[src/rtl/ecc_sed_pkg.sv]
// Shared definitions for the single-error-detect (parity) encoder path.
package ecc_sed_pkg;

  localparam int unsigned DATA_W      = 12;
  localparam int unsigned CW_W        = DATA_W + 1;
  localparam int unsigned NUM_REQ_MAX = 8;

  typedef logic [CW_W-1:0] sed_cw_t;

  // Width of a requester index for n requesters.
  function automatic int unsigned rr_id_w(input int unsigned n);
    return $clog2(n);
  endfunction

endpackage

[src/rtl/ecc_sed_rr_pick.sv]
// Combinational rotating-priority picker: first set bit of req at or above ptr,
// wrapping modulo N.
module ecc_sed_rr_pick
  import ecc_sed_pkg::*;
#(
  parameter int unsigned N = 4,
  localparam int unsigned W = rr_id_w(N)
) (
  input  logic [N-1:0] req,
  input  logic [W-1:0] ptr,
  output logic [W-1:0] gnt_idx,
  output logic         any
);

  // Walk the requesters in rotation order starting at ptr; keep the first hit.
  always_comb begin
    gnt_idx = '0;
    any     = 1'b0;
    for (int unsigned k = 0; k < N; k++) begin
      int unsigned idx;
      idx = (32'(ptr) + k) % N;
      if (!any && req[W'(idx)]) begin
        any     = 1'b1;
        gnt_idx = W'(idx);
      end
    end
  end

endmodule

[src/rtl/ecc_sed_enc_arbiter.sv]
// Round-robin scheduler sharing one parity encoder between NUM_REQ requesters,
// with a single-entry result register on a valid/ready output stream.
module ecc_sed_enc_arbiter
  import ecc_sed_pkg::*;
#(
  parameter int unsigned NUM_REQ = 4,
  parameter int unsigned DATA_W  = 12,
  parameter int unsigned CNT_W   = 16,
  localparam int unsigned ID_W   = rr_id_w(NUM_REQ)
) (
  input  logic                      clk,
  input  logic                      rst,
  input  logic [NUM_REQ-1:0]        req_valid,
  input  logic [NUM_REQ*DATA_W-1:0] req_data,
  output logic [NUM_REQ-1:0]        req_ready,
  output logic [DATA_W-1:0]         enc_data,
  output logic                      enc_data_valid,
  input  logic [DATA_W:0]           enc_codeword,
  input  logic                      enc_valid,
  output logic                      out_valid,
  input  logic                      out_ready,
  output logic [DATA_W:0]           out_codeword,
  output logic [ID_W-1:0]           out_id,
  output logic [CNT_W-1:0]          accept_cnt
);

  logic [ID_W-1:0]  ptr_q, ptr_d;
  logic             out_valid_q, out_valid_d;
  logic [DATA_W:0]  out_cw_q, out_cw_d;
  logic [ID_W-1:0]  out_id_q, out_id_d;
  logic [CNT_W-1:0] cnt_q, cnt_d;

  logic [ID_W-1:0]  gnt_idx;
  logic             any_req;
  logic             slot_free;
  logic             accept;

  ecc_sed_rr_pick #(.N(NUM_REQ)) u_pick (
    .req     (req_valid),
    .ptr     (ptr_q),
    .gnt_idx (gnt_idx),
    .any     (any_req)
  );

  assign slot_free = !out_valid_q || out_ready;
  assign accept    = enc_data_valid && enc_valid;

  // Steer the granted requester to the encoder and raise its ready.
  always_comb begin
    enc_data_valid = any_req && slot_free;
    req_ready      = '0;
    enc_data       = '0;
    for (int unsigned i = 0; i < NUM_REQ; i++) begin
      if (gnt_idx == ID_W'(i)) begin
        req_ready[i] = enc_data_valid;
        if (any_req) enc_data = req_data[i*DATA_W +: DATA_W];
      end
    end
  end

  // Result register, rotation pointer and saturating accept counter.
  // An accept while draining overwrites the register so out_valid never drops.
  always_comb begin
    ptr_d       = ptr_q;
    out_valid_d = out_valid_q;
    out_cw_d    = out_cw_q;
    out_id_d    = out_id_q;
    cnt_d       = cnt_q;
    if (accept) begin
      out_valid_d = 1'b1;
      out_cw_d    = enc_codeword;
      out_id_d    = gnt_idx;
      ptr_d       = (gnt_idx == ID_W'(NUM_REQ - 1)) ? '0 : gnt_idx + 1'b1;
      if (cnt_q != '1) cnt_d = cnt_q + 1'b1;
    end else if (out_ready) begin
      out_valid_d = 1'b0;
    end
  end

  // State registers with asynchronous reset.
  always_ff @(posedge clk or posedge rst) begin
    if (rst) begin
      ptr_q       <= '0;
      out_valid_q <= 1'b0;
      out_cw_q    <= '0;
      out_id_q    <= '0;
      cnt_q       <= '0;
    end else begin
      ptr_q       <= ptr_d;
      out_valid_q <= out_valid_d;
      out_cw_q    <= out_cw_d;
      out_id_q    <= out_id_d;
      cnt_q       <= cnt_d;
    end
  end

  assign out_valid    = out_valid_q;
  assign out_codeword = out_cw_q;
  assign out_id       = out_id_q;
  assign accept_cnt   = cnt_q;

endmodule

[config.mk]
export PLATFORM = sky130hd
export DESIGN_NAME = ecc_sed_enc_arbiter
export DESIGN_NICKNAME = d
export VERILOG_FILES = /design/src/rtl/ecc_sed_pkg.sv /design/src/rtl/ecc_sed_rr_pick.sv /design/src/rtl/ecc_sed_enc_arbiter.sv
export SDC_FILE = /design/constraint.sdc
export NUM_CORES = 1
export LEC_CHECK = 0
export ABC_AREA = 0
export CAP_MARGIN = 15
export CORE_ASPECT_RATIO = 1.4
export CORE_MARGIN = 2
export CORE_UTILIZATION = 35
export DETAILED_ROUTE_END_ITERATION = 10
export GPL_TIMING_DRIVEN = 0
export PLACE_DENSITY_LB_ADDON = 0.2
export RECOVER_POWER = 100
export SYNTH_ARGS = -nofsm -noshare
export SYNTH_HDL_FRONTEND = slang
export SYNTH_HIERARCHICAL = 1
export SYNTH_SLANG_ARGS = --single-unit
[constraint.sdc]
create_clock -name clk -period 4.8 [get_ports clk]
set_clock_uncertainty 0.15 [all_clocks]
set_input_delay 1.44 -clock clk [delete_from_list [all_inputs] [get_ports clk]]
set_output_delay 1.44 -clock clk [all_outputs]
set_load 0.005 [all_outputs]
# After elaboration in Yosys (flattened, before gate mapping)
# Cells that the tools add are included.
# word_totals
elab_cells,62
regBits,34
out_inout_bits,49
in_bits,69
# classes
n_lt_le_gt_ge,4
eq_ne,4
muxes,31
addsub,5
n_reduce_logical,13
# op_table
op,n
$mux 12,8
$add 16x1->16 const B,1
$ne 16x16->1 const B,1
$mux 1,14
$lt 2x3->1 const B,4
$mux 2,5
$bmux 1 s2,4
$logic_and 1x1->1,5
$add 2x1->2 const B,2
$add 2x2->2 const B,2
$eq 2x2->1 const B,2
$logic_not 1->1,4
$eq 2x1->1 const B,1
$logic_not 2->1,1
$reduce_and 2->1,1
$reduce_bool 2->1,1
$logic_or 1x1->1,1

# Longest topological paths before layout
# depth
ltp_word,20
mapped_depth,10
depth_no_buf,9

# By module
# The synthesis kept the hierarchy.
# by_module_without_submodules
module,instances,seq_area_each_um2,cells_per_inst,area_per_inst_um2
ecc_sed_enc_arbiter,1,850.8,186,1979.4
ecc_sed_rr_pick,1,0.0,15,77.6

# Worst setup path after synthesis
# OpenSTA, ideal clock, no wires.
# synth_path
kind,input to output
start,in req_valid[1]
end,out enc_data[0]
path_slack_ns,0.003
path_stages,10
arrival_ns,3.207
n_path_buf,1
required_ns,3.210
cell_sequence,inv_1 a221o_1 a21oi_1 inv_1 ha_1 nor2b_1 clkbuf_1 a221oi_1 a21oi_1 a22o_1
# synth_via
elab_chain_cells,20
word_cells_on_any_way,34
classes_between,eq/ne (3); mux (24); reduce/logical (7)
# synth_rtl
item,line,text
"start, declared",ecc_sed_enc_arbiter.sv:13,"input logic [NUM_REQ-1:0] req_valid,"
$bmux 1 s2,ecc_sed_rr_pick.sv:22,if (!any && req[W'(idx)]) begin
$mux 1 (not written as such),ecc_sed_rr_pick.sv:22,
$mux 1,ecc_sed_rr_pick.sv:22,
$logic_not 1->1,ecc_sed_rr_pick.sv:22,
$logic_and 1x1->1,ecc_sed_rr_pick.sv:22,
$mux 1,ecc_sed_rr_pick.sv:22,
$logic_not 1->1,ecc_sed_rr_pick.sv:22,
$logic_and 1x1->1,ecc_sed_rr_pick.sv:22,
(+4 left out),-,
via gnt_idx[0],ecc_sed_enc_arbiter.sv:33,logic [ID_W-1:0] gnt_idx;
$logic_not 2->1,ecc_sed_enc_arbiter.sv:54,if (gnt_idx == ID_W'(i)) begin
$mux 12,ecc_sed_enc_arbiter.sv:54,
$mux 12,ecc_sed_enc_arbiter.sv:56,if (any_req) enc_data = req_data[i*DATA_W +: DATA_W];
$mux 12,ecc_sed_enc_arbiter.sv:54,
$mux 12,ecc_sed_enc_arbiter.sv:56,
$mux 12,ecc_sed_enc_arbiter.sv:54,
$mux 12,ecc_sed_enc_arbiter.sv:56,
$mux 12 *,ecc_sed_enc_arbiter.sv:54,
"end, declared",ecc_sed_enc_arbiter.sv:16,"output logic [DATA_W-1:0] enc_data,"
# The timed path passes the listed nets; every way through them passes the cells marked *. The select of a mux whose other input is x is not followed.

# Worst setup path in the final report
# layout_path
start,in req_valid[1]
end,out enc_data[8]
# The elaborated chain is that of the path after synthesis.

==> impl_metrics.tcl <==
set metrics [dict create \
    num_rows 33 \
    worst-path-max-fanout 5 \
    drive_gt1_frac 0.265 \
    drc 0 \
    worst_hold_slack_ns 0.344 \
    die-area_um2 6510 \
    worst_hold_startpoint "accept_cnt[13]" \
    antenna_found_initial 0 \
    seq_area_frac_synth 0.414 \
    vias 2146 \
    core_um2 5780 \
    relSlewSlack 0.223 \
    drt_iter0_drc 42 \
    maxCapViolCount 0 \
    viasPerCell 5.23 \
    numCtsBuffers 5 \
    drt_first_pass_iters 4 \
    reg2reg_slack_ns 2.41 \
    die_height_um 94.7 \
    area_growth_pct 78.6 \
    arrival_ns 3.27 \
    worst_slew_pin_slew_ns 1.17 \
    setup_violations 11 \
    slowest_delay_ns 0.38 \
    nets 413 \
    synth_nets 275 \
    clock_latency_ns 0.29 \
    clock_power_share 0.137 \
    grt_pass1_wl_um 9520 \
    dp_hpwl_um 4760 \
    grt_max_degree 23 \
    die_w_um 68.8 \
    ys_ff_latch 34 \
    startpoint_type "primary input" \
    fin_crit_sh 1.01 \
    io_pins 118 \
    start_util 0.356 \
    syn_area_per_cell_um2 10.2 \
    ant_nets 0 \
    syn_inst 201 \
    worstPathCellList "buf_8, inv_4, a221o_1, a21oi_4, inv_2, ha_4, nor2b_4, buf_8, a221oi_2, a21oi_1, a22o_1, buf_2" \
    diodes 0 \
    endpoint_kind "primary output" \
    cts-root-buf "clkbuf_8" \
    rsz0062_at_grt "true" \
    postRouteWirelength_um 6540 \
    numPortBuffers 117 \
    seqPwrFrac 0.266 \
    cts.sinks 34 \
    setup_ws_ns -0.0573 \
    gp_congestion 0.767 \
    critPathKind "primary input to primary output" \
    hp-class "flip-flop to flip-flop" \
    status "complete, but fails checks" \
    violations "setup timing" \
    irDropWorstVdd_mv 0.332 \
    cts_tree "built" \
    ys_types 40 \
    htreeDepth 2 \
    wl_per_cell_um 15.9 \
    path_common_cell "buf_8" \
    track_usage 0.194 \
    grt_overflow 0 \
    combPwrFrac 0.597 \
    p_sw_uw 528 \
    pre_cts_ws_ns -1.31 \
    report.final.slew_viol_count 0 \
    cp.required_ns 3.21 \
    power_density_nw_per_um2 407 \
    layout_min_cycle_time_ns 4.86 \
    clockBufferDepth 2 \
    leakagePower_nw 1.67 \
    power.internal_uw 965 \
    r2r-start "accept_cnt[0]" \
    timing.fmax_mhz 206 \
    r2r-end "accept_cnt[8]" \
    slowest_stage "a221o_1" \
    grt_pass1_vias 2097 \
    hold_depth 1 \
    hold_path_end "accept_cnt[13]" \
    yosysWarnings 6 \
    rr_worst_depth 4 \
    hold_viol 0 \
    switching_share 0.354 \
    synth_area_um2 2060 \
    clk_pin_slew_ns 0.07 \
]
-- cells by family after synthesis --
kind of cell / share of synthesized area
compound gates: 0.185
xor+xnor: 0.0511
fa+ha+maj: 0.0304
buf+inv: 0.0572
flops: 0.414
mux: 0.111
simple gates: 0.151
-- how the worst max path moves through the flow --
| stage | startpoint | endpoint | slack, ns | cells past startpoint |
|---|---|---|---|---|
| 3_3_place_gp | req_valid[1] | enc_data[0] | -1.29 | 12 |
| 3_5_place_dp | req_valid[1] | enc_data[0] | -1.31 | 12 |
| 2_1_floorplan | req_valid[1] | enc_data[0] | 0.003 | 10 |
| 4_1_cts | req_valid[2] | enc_data[7] | -0.06 | 11 |
| 5_1_grt | req_valid[0] | enc_data[9] | -0.11 | 11 |
| 6_report | req_valid[1] | enc_data[8] | -0.06 | 12 |
-- power groups by stage --
stage / Sequential (mW) / Combinational, mW / Clock [mW]
after detailed placement: 0.403 / 0.762 / 0
after global placement: 0.400 / 0.751 / 0
after CTS: 0.401 / 0.908 / 0.210
after global routing: 0.408 / 0.964 / 0.223
after floorplan: 0.399 / 0.359 / 0
final: 0.397 / 0.892 / 0.204
-- synthesized netlist by cell type --
master / number / area, µm²
o211ai_1: 4 / 30.0
a221o_1: 1 / 10.0
mux2_4: 1 / 15.0
nand2_1: 9 / 33.8
ha_1: 5 / 62.6
nor2_1: 2 / 7.51
dfrtp_1: 34 / 851
clkbuf_1: 7 / 26.3
and3_2: 2 / 15.0
a221oi_1: 11 / 96.3
buf_6: 1 / 11.3
o221ai_1: 1 / 8.76
nor4_4: 1 / 21.3
and4_1: 1 / 8.76
inv_2: 1 / 3.75
mux2_1: 2 / 22.5
nand4_2: 1 / 12.5
nor2_2: 1 / 6.26
nor2b_1: 2 / 12.5
mux2_2: 17 / 191
inv_1: 19 / 71.3
o21a_1: 1 / 7.51
buf_2: 1 / 5.00
a311oi_1: 1 / 8.76
o2111ai_1: 1 / 8.76
a21oi_1: 15 / 75.1
a22o_1: 11 / 96.3
xor2_1: 1 / 8.76
nand3_1: 6 / 30.0
xnor2_1: 11 / 96.3
and2_1: 3 / 18.8
nand2_4: 1 / 11.3
or3_4: 1 / 11.3
nor4b_2: 1 / 15.0
and3_1: 6 / 37.5
nand4_1: 6 / 37.5
o21ai_0: 6 / 30.0
nand2b_1: 4 / 25.0
o41ai_1: 1 / 8.76
and2b_1: 1 / 7.51
-- state kept, by name (all words and copies together), names as in the netlist --
signal / cells
out_id: 2
out_codeword: 13
ptr_q: 2
accept_cnt: 16
out_valid: 1
-- critical path: cells and delay by family --
| kind | cells | cell delay [ns] |
|---|---|---|
| buf+inv | 5 | 0.45 |
| compound gates | 5 | 1.06 |
| fa+ha+maj | 1 | 0.16 |
| simple gates | 1 | 0.14 |
-- routing by layer --
layer,GRT usage,routed length (µm)
met1,0.185,2280
met2,0.380,3490
met3,0.0560,692
met4,0.0588,70
met5,0,0
-- cell type report --
class | instances | area (µm²)
repair buffers | 132 | 1240
inverters | 20 | 77.6
clock buffers | 6 | 72.6
clock inverters | 2 | 13.8
flip-flops and latches | 34 | 851
well taps | 70 | 87.6
fillers | 493 | 2110
plain buffers | 8 | 105
multi-input cells | 138 | 1220
-- placed cells by master, fill, tap and decap left out, types with 6 or more instances in the layout --
cell,count
a21oi_1,12
a221oi_2,11
a22o_1,11
and3_1,6
buf_2,12
buf_4,12
clkbuf_8,8
clkdlybuf4s50_1,63
dfrtp_1,34
dlygate4sd3_1,34
inv_1,16
mux2_2,17
nand2_1,9
nand3_1,6
nand4_1,6
xnor2_1,11
-- timing repair --
action / 4_1_cts / 5_1_grt
buffers inserted: 10 / 3
gates resized for setup: 115 / 11
pin swaps: 21 / 18
hold buffers: 0 / 0
endpoints found under the setup margin: 16 / 13
cloned: 1 / 0
-- stage by stage --
step	utilization	total power, mW	instances	instance area, µm²	setup TNS, ns
6_report	0.635	1.49	410	3670	-0.411
5_1_grt	0.635	1.59	410	3670	-0.952
2_1_floorplan	-	0.757	201	2060	0
3_3_place_gp	0.574	1.15	388	3320	-17.87
3_5_place_dp	0.578	1.17	389	3340	-18.23
4_1_cts	0.639	1.52	407	3690	-0.380
No activity file was read; power rests on OpenSTA's default activity.
